==> config.mk <==
export PLATFORM = sky130hd
export DESIGN_NAME = fp_mult_round_status_flat
export DESIGN_NICKNAME = d
export VERILOG_FILES = /design/src/rtl/fp_pkg.sv /design/src/rtl/fp_mult_round_status_if.sv /design/src/rtl/fp_round_decide.sv /design/src/rtl/fp_mult_round_status.sv /design/src/flat_wrapper.sv
export SDC_FILE = /design/constraint.sdc
export NUM_CORES = 1
export LEC_CHECK = 0
export BUFFER_PORTS_ARGS = -buffer_cell sky130_fd_sc_hd__buf_2
export CAP_MARGIN = 20
export CORE_ASPECT_RATIO = 1.75
export CORE_MARGIN = 2
export CORE_UTILIZATION = 55
export CTS_CLUSTER_DIAMETER = 30
export DETAILED_ROUTE_END_ITERATION = 10
export PLACE_DENSITY = 0.81
export SYNTH_ARGS = -nofsm -noshare
export SYNTH_HDL_FRONTEND = slang
export SYNTH_SLANG_ARGS = --single-unit
==> constraint.sdc <==
create_clock -name clk -period 11.2 [get_ports clk]
set_clock_uncertainty 0.15 [all_clocks]
set_input_delay 2.24 -clock clk [delete_from_list [all_inputs] [get_ports clk]]
set_output_delay 2.24 -clock clk [all_outputs]
set_load 0.05 [all_outputs]
==> src/rtl/fp_pkg.sv <==
// Shared widths, rounding modes and constants for the single-precision
// multiplier output stage.
package fp_pkg;

    localparam int unsigned IN_EXP_W = 10;
    localparam int unsigned EXP_W    = 12;
    localparam int unsigned MANT_W   = 48;
    localparam int unsigned FRAC_W   = 23;
    localparam int unsigned EXP_BIAS = 127;
    localparam int unsigned EXP_OVF  = 2 * EXP_BIAS + 1;

    localparam logic [31:0] FP_QNAN        = 32'h7FC00000;
    localparam logic [30:0] FP_MAXNORM_MAG = 31'h7F7FFFFF;
    localparam logic [30:0] FP_MINNORM_MAG = 31'h00800000;
    localparam logic [30:0] FP_INF_MAG     = 31'h7F800000;

    typedef enum logic [2:0] {
        IEEE_near = 3'd0,
        IEEE_zero = 3'd1,
        IEEE_pinf = 3'd2,
        IEEE_ninf = 3'd3,
        near_up   = 3'd4,
        away_zero = 3'd5
    } round_mode_t;

    typedef struct packed {
        logic zero;
        logic inf;
        logic nan;
        logic tiny;
        logic huge;
    } status_t;

    // Rounded result plus operand class, carried from stage 1 to stage 2.
    typedef struct packed {
        logic              sign;
        logic [EXP_W-1:0]  exp;
        logic [FRAC_W-1:0] frac;
        logic              a_zero;
        logic              a_inf;
        logic              b_zero;
        logic              b_inf;
        round_mode_t       rnd;
    } s1_t;

endpackage

==> src/rtl/fp_mult_round_status_if.sv <==
// Core-to-output-stage beat plus result/status handshake.
// FP_ROUND_INEXACT_EN adds the inexact_f status bit.
interface fp_mult_round_status_if;
    import fp_pkg::*;

    logic                in_valid;
    logic                in_ready;
    logic                in_sign;
    logic [IN_EXP_W-1:0] in_exp;
    logic [MANT_W-1:0]   in_mant;
    logic                in_a_zero;
    logic                in_a_inf;
    logic                in_b_zero;
    logic                in_b_inf;
    logic [2:0]          rnd;
    logic                out_valid;
    logic                out_ready;
    logic [31:0]         z;
    logic                zero_f;
    logic                inf_f;
    logic                nan_f;
    logic                tiny_f;
    logic                huge_f;
`ifdef FP_ROUND_INEXACT_EN
    logic                inexact_f;
`endif

    modport master (
        output in_valid, in_sign, in_exp, in_mant, in_a_zero, in_a_inf,
               in_b_zero, in_b_inf, rnd, out_ready,
        input  in_ready, out_valid, z, zero_f, inf_f, nan_f, tiny_f, huge_f
`ifdef FP_ROUND_INEXACT_EN
      , input  inexact_f
`endif
    );

    modport slave (
        input  in_valid, in_sign, in_exp, in_mant, in_a_zero, in_a_inf,
               in_b_zero, in_b_inf, rnd, out_ready,
        output in_ready, out_valid, z, zero_f, inf_f, nan_f, tiny_f, huge_f
`ifdef FP_ROUND_INEXACT_EN
      , output inexact_f
`endif
    );

endinterface

==> src/rtl/fp_round_decide.sv <==
// Rounding increment decision from sign, lsb, guard/round/sticky and mode.
module fp_round_decide
    import fp_pkg::*;
(
    input  logic        sign_i,
    input  logic        lsb_i,
    input  logic        g_i,
    input  logic        r_i,
    input  logic        s_i,
    input  round_mode_t mode_i,
    output logic        inc_c_o
);

    logic any_c;

    always_comb begin
        any_c   = g_i | r_i | s_i;
        inc_c_o = 1'b0;
        case (mode_i)
            IEEE_near: inc_c_o = g_i & (r_i | s_i | lsb_i);
            near_up:   inc_c_o = g_i;
            away_zero: inc_c_o = any_c;
            IEEE_pinf: inc_c_o = any_c & ~sign_i;
            IEEE_ninf: inc_c_o = any_c & sign_i;
            default:   inc_c_o = 1'b0;
        endcase
    end

endmodule

==> src/rtl/fp_mult_round_status.sv <==
// Multiplier output stage: normalise/round, then resolve exceptions and flags.
// FP_ROUND_INEXACT_EN adds the inexact_f status output.
module fp_mult_round_status
    import fp_pkg::*;
(
    input  logic                         clk,
    input  logic                         rst,
    fp_mult_round_status_if.slave        bus
);

    logic              adv_c;
    logic [FRAC_W-1:0] frac_c;
    logic              g_c, r_c, s_c, inc_c;
    logic [FRAC_W:0]   sum_c;
    round_mode_t       mode_c;
    s1_t               s1_d, s1_q;
    logic              s1_valid_q;
    logic              nan_op_c, inf_op_c, zero_op_c, ovf_c, udf_c;
    logic [31:0]       z_d, z_q;
    status_t           flags_d, flags_q;
    logic              out_valid_q;

    // Whole pipe advances together; a full pipe refills in the same cycle it drains.
    assign adv_c        = !out_valid_q || bus.out_ready;
    assign bus.in_ready = adv_c;
    assign mode_c       = round_mode_t'(bus.rnd);

    // Product in [2,4) drops one extra bit into the round position.
    always_comb begin
        if (bus.in_mant[MANT_W-1]) begin
            frac_c = bus.in_mant[46:24];
            g_c    = bus.in_mant[23];
            r_c    = bus.in_mant[22];
            s_c    = |bus.in_mant[21:0];
        end else begin
            frac_c = bus.in_mant[45:23];
            g_c    = bus.in_mant[22];
            r_c    = bus.in_mant[21];
            s_c    = |bus.in_mant[20:0];
        end
    end

    fp_round_decide u_round (
        .sign_i  (bus.in_sign),
        .lsb_i   (frac_c[0]),
        .g_i     (g_c),
        .r_i     (r_c),
        .s_i     (s_c),
        .mode_i  (mode_c),
        .inc_c_o (inc_c)
    );

    // Fraction carry-out means the significand rounded up to 2.0.
    always_comb begin
        sum_c       = {1'b0, frac_c} + (FRAC_W + 1)'(inc_c);
        s1_d.sign   = bus.in_sign;
        s1_d.exp    = EXP_W'($signed(bus.in_exp)) + EXP_W'(bus.in_mant[MANT_W-1])
                    + EXP_W'(sum_c[FRAC_W]);
        s1_d.frac   = sum_c[FRAC_W-1:0];
        s1_d.a_zero = bus.in_a_zero;
        s1_d.a_inf  = bus.in_a_inf;
        s1_d.b_zero = bus.in_b_zero;
        s1_d.b_inf  = bus.in_b_inf;
        s1_d.rnd    = mode_c;
    end

    assign nan_op_c  = (s1_q.a_zero & s1_q.b_inf) | (s1_q.a_inf & s1_q.b_zero);
    assign inf_op_c  = s1_q.a_inf | s1_q.b_inf;
    assign zero_op_c = s1_q.a_zero | s1_q.b_zero;
    assign ovf_c     = !s1_q.exp[EXP_W-1] && (s1_q.exp >= EXP_W'(EXP_OVF));
    assign udf_c     = s1_q.exp[EXP_W-1] || (s1_q.exp == '0);

    // Exception rows in priority order; flags are forced low on a bubble.
    always_comb begin
        z_d     = {s1_q.sign, s1_q.exp[7:0], s1_q.frac};
        flags_d = '0;
        if (nan_op_c) begin
            z_d         = FP_QNAN;
            flags_d.nan = 1'b1;
        end else if (inf_op_c) begin
            z_d         = {s1_q.sign, FP_INF_MAG};
            flags_d.inf = 1'b1;
        end else if (zero_op_c) begin
            z_d          = {s1_q.sign, 31'h0};
            flags_d.zero = 1'b1;
        end else if (ovf_c) begin
            flags_d.huge = 1'b1;
            if (s1_q.rnd == IEEE_zero || (s1_q.rnd == IEEE_pinf && s1_q.sign)
                || (s1_q.rnd == IEEE_ninf && !s1_q.sign)) begin
                z_d = {s1_q.sign, FP_MAXNORM_MAG};
            end else begin
                z_d         = {s1_q.sign, FP_INF_MAG};
                flags_d.inf = 1'b1;
            end
        end else if (udf_c) begin
            flags_d.tiny = 1'b1;
            if (s1_q.rnd == away_zero || (s1_q.rnd == IEEE_pinf && !s1_q.sign)
                || (s1_q.rnd == IEEE_ninf && s1_q.sign)) begin
                z_d = {s1_q.sign, FP_MINNORM_MAG};
            end else begin
                z_d          = {s1_q.sign, 31'h0};
                flags_d.zero = 1'b1;
            end
        end
        if (!s1_valid_q) begin
            flags_d = '0;
        end
    end

    always_ff @(posedge clk) begin
        if (rst) begin
            s1_valid_q  <= 1'b0;
            s1_q        <= '0;
            out_valid_q <= 1'b0;
            z_q         <= '0;
            flags_q     <= '0;
        end else if (adv_c) begin
            s1_valid_q  <= bus.in_valid;
            s1_q        <= s1_d;
            out_valid_q <= s1_valid_q;
            z_q         <= z_d;
            flags_q     <= flags_d;
        end
    end

    assign bus.out_valid = out_valid_q;
    assign bus.z         = z_q;
    assign bus.zero_f    = flags_q.zero;
    assign bus.inf_f     = flags_q.inf;
    assign bus.nan_f     = flags_q.nan;
    assign bus.tiny_f    = flags_q.tiny;
    assign bus.huge_f    = flags_q.huge;

`ifdef FP_ROUND_INEXACT_EN
    logic s1_inexact_q, inexact_d, inexact_q;

    always_comb begin
        inexact_d = 1'b0;
        if (s1_valid_q && !nan_op_c && !inf_op_c && !zero_op_c) begin
            inexact_d = ovf_c || udf_c || s1_inexact_q;
        end
    end

    always_ff @(posedge clk) begin
        if (rst) begin
            s1_inexact_q <= 1'b0;
            inexact_q    <= 1'b0;
        end else if (adv_c) begin
            s1_inexact_q <= g_c | r_c | s_c;
            inexact_q    <= inexact_d;
        end
    end

    assign bus.inexact_f = inexact_q;
`endif

endmodule

==> src/flat_wrapper.sv <==
// flat-port wrapper written by rule: the top's interface ports become plain ports
module fp_mult_round_status_flat import fp_pkg::*;
  (clk, rst, bus_in_valid, bus_in_sign, bus_in_exp, bus_in_mant, bus_in_a_zero, bus_in_a_inf, bus_in_b_zero, bus_in_b_inf, bus_rnd, bus_out_ready, bus_in_ready, bus_out_valid, bus_z, bus_zero_f, bus_inf_f, bus_nan_f, bus_tiny_f, bus_huge_f);
  fp_mult_round_status_if bus_i ();
  input  logic clk;
  input  logic rst;
  input wire logic [$bits(bus_i.in_valid)-1:0] bus_in_valid;
  input wire logic [$bits(bus_i.in_sign)-1:0] bus_in_sign;
  input wire logic [$bits(bus_i.in_exp)-1:0] bus_in_exp;
  input wire logic [$bits(bus_i.in_mant)-1:0] bus_in_mant;
  input wire logic [$bits(bus_i.in_a_zero)-1:0] bus_in_a_zero;
  input wire logic [$bits(bus_i.in_a_inf)-1:0] bus_in_a_inf;
  input wire logic [$bits(bus_i.in_b_zero)-1:0] bus_in_b_zero;
  input wire logic [$bits(bus_i.in_b_inf)-1:0] bus_in_b_inf;
  input wire logic [$bits(bus_i.rnd)-1:0] bus_rnd;
  input wire logic [$bits(bus_i.out_ready)-1:0] bus_out_ready;
  output wire logic [$bits(bus_i.in_ready)-1:0] bus_in_ready;
  output wire logic [$bits(bus_i.out_valid)-1:0] bus_out_valid;
  output wire logic [$bits(bus_i.z)-1:0] bus_z;
  output wire logic [$bits(bus_i.zero_f)-1:0] bus_zero_f;
  output wire logic [$bits(bus_i.inf_f)-1:0] bus_inf_f;
  output wire logic [$bits(bus_i.nan_f)-1:0] bus_nan_f;
  output wire logic [$bits(bus_i.tiny_f)-1:0] bus_tiny_f;
  output wire logic [$bits(bus_i.huge_f)-1:0] bus_huge_f;
  assign bus_i.in_valid = bus_in_valid;
  assign bus_i.in_sign = bus_in_sign;
  assign bus_i.in_exp = bus_in_exp;
  assign bus_i.in_mant = bus_in_mant;
  assign bus_i.in_a_zero = bus_in_a_zero;
  assign bus_i.in_a_inf = bus_in_a_inf;
  assign bus_i.in_b_zero = bus_in_b_zero;
  assign bus_i.in_b_inf = bus_in_b_inf;
  assign bus_i.rnd = bus_rnd;
  assign bus_i.out_ready = bus_out_ready;
  assign bus_in_ready = bus_i.in_ready;
  assign bus_out_valid = bus_i.out_valid;
  assign bus_z = bus_i.z;
  assign bus_zero_f = bus_i.zero_f;
  assign bus_inf_f = bus_i.inf_f;
  assign bus_nan_f = bus_i.nan_f;
  assign bus_tiny_f = bus_i.tiny_f;
  assign bus_huge_f = bus_i.huge_f;
  fp_mult_round_status u_core (.clk(clk), .rst(rst), .bus(bus_i));
endmodule
# == Word level (Yosys, flattened, before mapping) ==
# Index checks and enable logic that the tools add are counted.
# word_totals
ff_bits,82
elab_cells,89
out_inout_bits,39
input_bits,70
# op_classes
eq_ne,8
reduce_logical,18
magnitude_cmp,1
n_bitwise,13
n_addsub,3
muxes,30
# ops
operator,count
two-way mux 31 bit,4
two-way mux 24 bit,2
two-way mux 32 bit,1
adder 23 x 1 -> 24 bit,1
two-way mux 23 bit,1
OR reduction 22 bit,1
OR reduction 21 bit,1
two-way mux 1 bit,16
adder 12 x 1 -> 12 bit,1
"equality test 3 x 2 -> 1 bit, second input constant",4
">= comparator 12 x 8 -> 1 bit, second input constant",1
zero test 12 bit,1
adder 10 x 2 -> 11 bit,1
"equality test 3 bit, second input constant",3
two-way mux 2 bit,4
OR 1 bit,7
logical OR 1 bit,6
AND 1 bit,5
logical AND 1 bit,5
two-way mux 5 bit,1
one-hot mux 1 bit (5 select lines),1
"equality test 3 x 1 -> 1 bit, second input constant",1
zero test 1 bit,3
zero test 3 bit,1
NOT 1 bit,1

# == Longest topological paths before layout ==
# Gate-level depths: netlist of the first run.
# depth
word_depth,11
ltp_mapped,17
mapped_depth_nobuf,15

# == Cells and area by module ==
# Synthesis of the first run repeated with hierarchy kept, for this count alone.
# unflattened
cells_unflattened,583
area_unflattened_um2,4550.6
# modules_own_cells
mod,cells_per_inst,instances,area_each_um2,seq_area_each_um2
fp_mult_round_status,575,1,4496.8,1641.6
fp_round_decide,8,1,53.8,0.0

# == Least setup slack after synthesis of the first run ==
# No wires, ideal clock.
# synth_timing
path_kind,in2reg
startpoint,in bus_in_mant[47]
endpoint,reg u_core.s1_q[38] (netlist name)
stages,15
n_path_buf,3
arrival_time_ps,5485
path_slack_ps,5445
setup_time_ps,120
required_ps,10930
path_cell_list,buf_6 buf_2 buf_2 mux2_2 o31ai_1 a31oi_1 ha_1 nand4_1 or4_4 nor4_1 ha_1 ha_1 o21ai_0 nand4b_1 a211o_1
# synth_between
elab_chain_len,7
elab_cells_between_ends,15
classes_between,add/sub: 3; mux: 5; bitwise: 7
# synth_lines
item,line_no,source
start: declaration,flat_wrapper.sv:10,input wire logic [$bits(bus_i.in_mant)-1:0] bus_in_mant;
two-way mux 1 bit,fp_mult_round_status.sv:30,if (bus.in_mant[MANT_W-1]) begin
"OR 1 bit, on equally long branches (2 in series)","fp_round_decide.sv:17, fp_round_decide.sv:20",
"AND 1 bit, on equally long branches","fp_round_decide.sv:24, fp_round_decide.sv:20, fp_round_decide.sv:23",
one-hot mux 1 bit (5 select lines),fp_round_decide.sv:19,case (mode_i)
adder 23 x 1 -> 24 bit,fp_mult_round_status.sv:55,"sum_c = {1'b0, frac_c} + (FRAC_W + 1)'(inc_c);"
adder 12 x 1 -> 12 bit (*),fp_mult_round_status.sv:58,+ EXP_W'(sum_c[FRAC_W]);
end signal: assignment,fp_mult_round_status.sv:113,s1_q <= '0;
end signal: assignment,fp_mult_round_status.sv:119,s1_q <= s1_d;
end: declaration,fp_mult_round_status.sv:16,"s1_t s1_d, s1_q;"
# Mark *: on every way between the ends. The rest lies on a longest branch, timed or not.
# A chain may end at the register's enable or synchronous reset.

# == Worst setup path in the final report of the first run ==
# layout_timing
startpoint,in bus_in_mant[47]
endpoint,reg u_core.s1_q[40] (netlist name)
# The elaborated chain is that of the path after synthesis.

==> reports/results.ini, run 1 <==
[run_status]
status=completed

[pwr]
power_density_mw_per_mm2=143
ir_drop_mv=0.0798
cellLeakagePower_nw=2.30
power_mw=0.789

[grt]
gr-total-overflow=0
grt_antenna_before_repair=0
grt_pass1_vias=4223
grt_max_degree=86
track_usage=0.253
grt_pass1_wl_microns=19000

[synth]
syn_inst=588
ys_types=57
seq_area_frac_synth=0.352
synth_seq_cells=82
async_reset_ff_frac=0
synth_ff_type=dfxtp_1
synth_edf_count=0
syn_area_per_cell_sq_um=7.92
synth_area_sq_mm=0.00466
synthesis.nets=664
yosysWarnings=0

[timing]
worst_slew_pin_slew_ns=0.975
fin_setup_tns_ns=0
setup_viol_count_final=0
final.min_clock_period_ns=6.19
hold_viol=0
grt_setup_unrepaired=false
max_freq_mhz=162
drv_slew=0
slew_headroom=0.350
period_share=0.552
setup_ws_ns=5.01

[clock_network]
cts_tree=done
cts.sinks=82
cts_max_level=3
clkLatencyLatePin_ns=0.33
cts_buffers=9
clk_pin_slew_ns=0.06
postCtsHoldBufs=0
clock_path_buffers=2
cts-root-buf=clkbuf_16
cts_resized=0
cts_setup_buffers=0

[finish]
final_cell_mix=buf_2, nand2_1, dfxtp_1
antennaDiodeCount=0
layout-drive-gt1-share=0.226
synthToLayoutAreaGrowth_pct=18.6
nets=747
final_common_cell=buf_2

[worst_setup_path]
worstPathRequired_ns=11.23
start_kind=primary input
endpoint_kind=flip-flop
arrival_ns=6.21
cp_max_fo=49
worstSetupPathType=primary input to flip-flop

[place]
dp_hpwl_microns=8370
gp_congestion=0.924
pre_cts_ws_ns=4.67
io_buffer_count=108

[die]
start_util=0.564
core-area_sq_mm=0.00826
dieArea_sq_mm=0.00925
placementRows=44
ios=109
fp.dieH_microns=126
die_w_microns=73.6

[detailed_routing]
dr_total_vias=4552
drt_wl_total_microns=11700
first_pass_iters=5
vias_per_cell=5.93
drc=0
route.antenna.remaining_nets=0
drt_iter0_markers=302
wl_per_cell_microns=15.3

[job]
drv_cap=0

[min_path]
hold_class=flip-flop to flip-flop

## state kept, by name, indices dropped and copies added (netlist names)
register / cells
u_core.bus.tiny_f: 1
u_core.bus.nan_f: 1
u_core.bus.z: 32
u_core.s1_valid_q: 1
u_core.bus.out_valid: 1
u_core.s1_q: 43
u_core.bus.huge_f: 1
u_core.bus.inf_f: 1
u_core.bus.zero_f: 1
## synth_stat cells, drive strengths merged (14+ instances only)
cell type,instances,area (sq um)
xor2,18,158
clkbuf,28,105
nand4,16,100
nor2,50,188
xnor2,19,166
a21oi,69,349
mux2i,20,200
o21ai,30,150
nand3,24,120
dfxtp,82,1640
a2bb2oi,22,193
buf,14,71.3
nand2,83,312
## path summary, 6_finish.rpt
path,from,to,slack (ns),cells after the start
worst min-delay path,u_core.bus.tiny_f$_SDFFE_PP0P_,u_core.bus.tiny_f$_SDFFE_PP0P_,0.30,2
worst max-delay path,bus_in_mant[47],u_core.s1_q[40]$_SDFFE_PP0P_,5.01,16
worst min register to register,u_core.bus.tiny_f$_SDFFE_PP0P_,u_core.bus.tiny_f$_SDFFE_PP0P_,0.30,2
worst max register to register,u_core.s1_q[32]$_SDFFE_PP0P_,u_core.bus.z[22]$_SDFFE_PP0P_,8.78,7
## cell families after synthesis
group,synth area share
adder cells (fa/ha/maj),0.0161
AND/OR/NAND/NOR,0.244
multiplexers,0.0599
flip-flops,0.352
buffers and inverters,0.0403
AO/OA/AOI/OAI,0.218
XOR/XNOR,0.0695
## per-layer routing
layer  vias up  track usage  routed length, microns
met3        23       0.0384                     467
met4         0        0.109                     292
li1       2281            -                       -
met1      2103        0.309                    4910
met5         -            0                       0
met2       145        0.430                    6060
## final cells by class
| cell class | instances | area [sq um] |
|---|---|---|
| clock buffers | 11 | 253 |
| clock inverters | 5 | 52.6 |
| fillers | 722 | 2730 |
| inverters | 3 | 11.3 |
| multi-input cells | 461 | 2850 |
| flip-flops and latches | 82 | 1640 |
| well taps | 92 | 115 |
| repair buffers | 114 | 606 |
## where the power goes
group / total [mW] / switching (mW) / internal, mW
clock network: 0.293 / 0.110 / 0.183
registers: 0.327 / 0.0140 / 0.313
logic: 0.169 / 0.106 / 0.0633
total: 0.789 / 0.230 / 0.559
## metrics by stage
step           cell area (sq um)   util  hold WS [ns]  std cells
6_report                    5530  0.669         0.300        768
3_5_place_dp                5190  0.629         0.296        751
4_1_cts                     5500  0.666         0.302        767
5_1_grt                     5530  0.669         0.315        768
3_3_place_gp                5190  0.629         0.286        751
2_1_floorplan               4660      -         0.281        588
## critical path, cell delays in order
cell,delay (ns)
buf_2,0.73
mux2_2,0.32
o21ai_0,0.07
nor2_1,0.09
a21oi_1,0.05
a31oi_1,0.15
ha_1,0.24
nand4_1,0.22
or4_4,0.63
nor4_1,0.31
ha_1,0.24
ha_1,0.19
o21ai_0,0.16
nand4b_1,0.26
nor4_1,0.21
a211oi_1,0.08
Power figures use the tool's default switching activity.
==> run 2, diff against run 1 <==
ABC_AREA = 1   (was default)
clock period = 5.75 ns   (was 11.2 ns; I/O delays follow)
==> run 2 against run 1 <==
Net effect: cell area grew 6.8%; clock power grew 92%; cell count grew 33%; flip-flop and latch count is the same; largest cell class unchanged; register-to-register slack lost 5.6 ns; worst hold slack gained 0.00087 ns; die area grew 7.9%; largest power group unchanged.
==> reports/results.ini, run 2 <==
[detailed_routing]
drt_iter0_markers=325  ; +7.6%
wl_per_cell_microns=11.7  ; -23%
vias_per_cell=5.08  ; -14%
drt_wl_total_microns=12000  ; +2.3%
route.antenna.remaining_nets=0  ; unchanged
drc=0  ; unchanged
first_pass_iters=4  ; -1
dr_total_vias=5187  ; +14%

[synth]
synth_top_area_share=0.325  ; -0.0269
yosysWarnings=0  ; unchanged
async_reset_ff_frac=0  ; unchanged
synth_top_cell_by_area=dfxtp_1
synth_most_common_cell=nand2_1
synth_seq_cells=82  ; unchanged
synth_edf_count=0  ; unchanged
yosys-top-cells-area=dfxtp_1, nand2_1, inv_1
synthTopCellsByCount=nand2_1, inv_1, dfxtp_1, nand3_1, o21ai_0
syn_area_per_cell_sq_um=6.24  ; -21%
synth_ff_type=dfxtp_1
syn_inst=808  ; +37%
ys_types=43  ; -25%
synth_area_sq_mm=0.00504  ; +8.3%
synthesis.nets=884  ; +33%
seq_area_frac_synth=0.325  ; -0.0269

[clock_network]
postCtsHoldBufs=0  ; unchanged
cts-root-buf=clkbuf_16
cts.sinks=82  ; unchanged
cts_resized=0  ; unchanged
clock_path_buffers=2  ; unchanged
cts_tree=done
cts_max_level=3  ; unchanged
clk_pin_slew_ns=0.06  ; about the same
cts_buffers=9  ; unchanged
cts_setup_buffers=0  ; unchanged
clkLatencyLatePin_ns=0.34  ; about the same

[die]
ios=109  ; unchanged
dieArea_sq_mm=0.00998  ; +7.9%
start_util=0.562  ; -0.00237
die_w_microns=76.4  ; +3.8%
core-area_sq_mm=0.00898  ; +8.7%
fp.dieH_microns=131  ; +3.9%
placementRows=46  ; +4.5%

[timing]
max_freq_mhz=220
setup_viol_count_final=0  ; unchanged
final.min_clock_period_ns=4.55
drv_slew=0  ; unchanged
worst_slew_pin_slew_ns=0.693  ; -0.281 ns
period_share=0.791
hold_viol=0  ; unchanged
slew_headroom=0.538  ; +0.187
grt_setup_unrepaired=false
fin_setup_tns_ns=0  ; unchanged

[finish]
synthToLayoutAreaGrowth_pct=17.0
final_cell_mix=nand2_1, buf_2, inv_1
seqCellArea_sq_mm=0.00164  ; unchanged
layout-drive-gt1-share=0.189  ; -0.0377
top_register=u_core.s1_q
fill_cells=880  ; +22%
nets=972  ; +30%
final_cells=1021  ; +33%
multi_input_area_sq_mm=0.00281  ; -1.4%
antennaDiodeCount=0  ; unchanged
largest_reg_flops=43  ; unchanged
final_common_cell=nand2_1

[pwr]
ir_drop_mv=0.201  ; +150%
power_density_mw_per_mm2=260  ; +82%
power_mw=1.53  ; +94%
cellLeakagePower_nw=2.95  ; +28%

[worst_setup_path]
cp_max_fo=38  ; -22%
critical_path.cell_chain=buf_2 -> o21ai_0 -> o21ai_0 -> nand2_1 -> nor2_1 -> ha_1 -> nand2_2 -> nor2_1 -> nand2_1 -> nor4_2 -> ha_1 -> ha_1 -> inv_1 -> nor2_1 -> nand2_1 -> nor3_1 -> nand3_1 -> o21ai_0 -> nor2_1
crit_slowest_cell=buf_2
crit_top_cell=nor2_1
worstRegToRegCells=11  ; +4
crit-reg2reg-launch=u_core.s1_q[41]$_SDFFE_PP0P_
r2r_slack_ns=3.15  ; -5.63 ns
arrival_ns=4.59  ; -1.62 ns
crit_buf_inv=2  ; +1
worstPathRequired_ns=5.79  ; -5.44 ns
start_kind=primary input
regToRegEndpoint=u_core.bus.z[6]$_SDFFE_PP0P_
slowest_delay_ns=0.54  ; -0.19 ns
crit_family=simple AND/OR/NAND/NOR gates
endpoint_kind=flip-flop
worstSetupPathType=primary input to flip-flop

[place]
gp_congestion=0.906  ; -1.9%
io_buffer_count=108  ; unchanged
placedCellCount=1004  ; +34%
dp_hpwl_microns=8960  ; +7.0%

[min_path]
holdPathEnd=u_core.s1_q[8]$_SDFFE_PP0P_
hp-start=u_core.s1_q[8]$_SDFFE_PP0P_
whs_path_depth=2  ; unchanged
hold_class=flip-flop to flip-flop

[grt]
grt_max_degree=74  ; -14%
grt_pass1_wl_microns=20000  ; +4.9%
grt_pass1_vias=4648  ; +10%
grt_antenna_before_repair=0  ; unchanged
track_usage=0.242  ; -0.0110
gr-total-overflow=0  ; unchanged

[run_status]
status=completed

[job]
drv_cap=0  ; unchanged

[run 2: logic make-up (layout without fill, tap and decap cells)]
logic type               count (synthesis)  after routing  synth area share
multiplexers                             1              1           0.00198
flip-flops                              82             82             0.325
buffers and inverters                  146            239             0.120
XOR/XNOR                                 7              7            0.0122
adder cells (fa/ha/maj)                  6              6            0.0149
AO/OA/AOI/OAI                          144            144             0.160
AND/OR/NAND/NOR                        422            422             0.366
[run 2: area by class of cell]
class	instances	share of cell area
clock inverter	6	0.0115
inverter	112	0.0717
clock buffer	10	0.0388
sequential	82	0.278
multi-input combinational	580	0.476
tap	120	0.0254
timing repair buffer	111	0.0988
[run 2: through the flow]
stage,area (sq um),hold slack [ns],setup slack [ns],utilization
after floorplan,5040,0.275,1.69,-
after global placement,5580,0.286,1.06,0.621
after detailed placement,5580,0.291,0.893,0.621
after CTS,5870,0.300,1.25,0.654
after global routing,5900,0.331,0.862,0.657
final,5900,0.301,1.20,0.657
[run 2: worst max-delay path by stage]
stage	start	end	slack [ns]	cells after the start
2_1_floorplan	bus_in_mant[47]	u_core.s1_q[40]$_SDFFE_PP0P_	1.69	20
3_3_place_gp	bus_in_mant[47]	u_core.s1_q[40]$_SDFFE_PP0P_	1.06	19
3_5_place_dp	bus_in_mant[47]	u_core.s1_q[40]$_SDFFE_PP0P_	0.89	19
4_1_cts	bus_in_mant[47]	u_core.s1_q[40]$_SDFFE_PP0P_	1.25	19
5_1_grt	bus_in_mant[47]	u_core.s1_q[40]$_SDFFE_PP0P_	0.86	19
6_report	bus_in_mant[47]	u_core.s1_q[40]$_SDFFE_PP0P_	1.20	19
[run 2: worst register-to-register path: stages, from the launching register on]
cell	delay, ns
dfxtp_1	0.31
inv_1	0.46
nand2_1	0.14
nor3_2	0.18
nand2_1	0.12
nand2_2	0.33
inv_2	0.15
nand2_1	0.11
nand2_1	0.07
inv_2	0.25
nand2_1	0.12
a21oi_1	0.16
[run 2: layer usage]
| metal | up-vias | wire [microns] | global-route usage |
|---|---|---|---|
| met5 | - | 0 | 0 |
| met4 | 0 | 339 | 0.111 |
| met3 | 26 | 478 | 0.0302 |
| met2 | 142 | 5950 | 0.444 |
| met1 | 2253 | 5230 | 0.282 |
| li1 | 2766 | - | - |
[run 2: report_power, final]
part / total, mW / switching (mW) / internal (mW)
clock: 0.562 / 0.225 / 0.337
combinational: 0.336 / 0.233 / 0.103
sequential: 0.635 / 0.0231 / 0.611
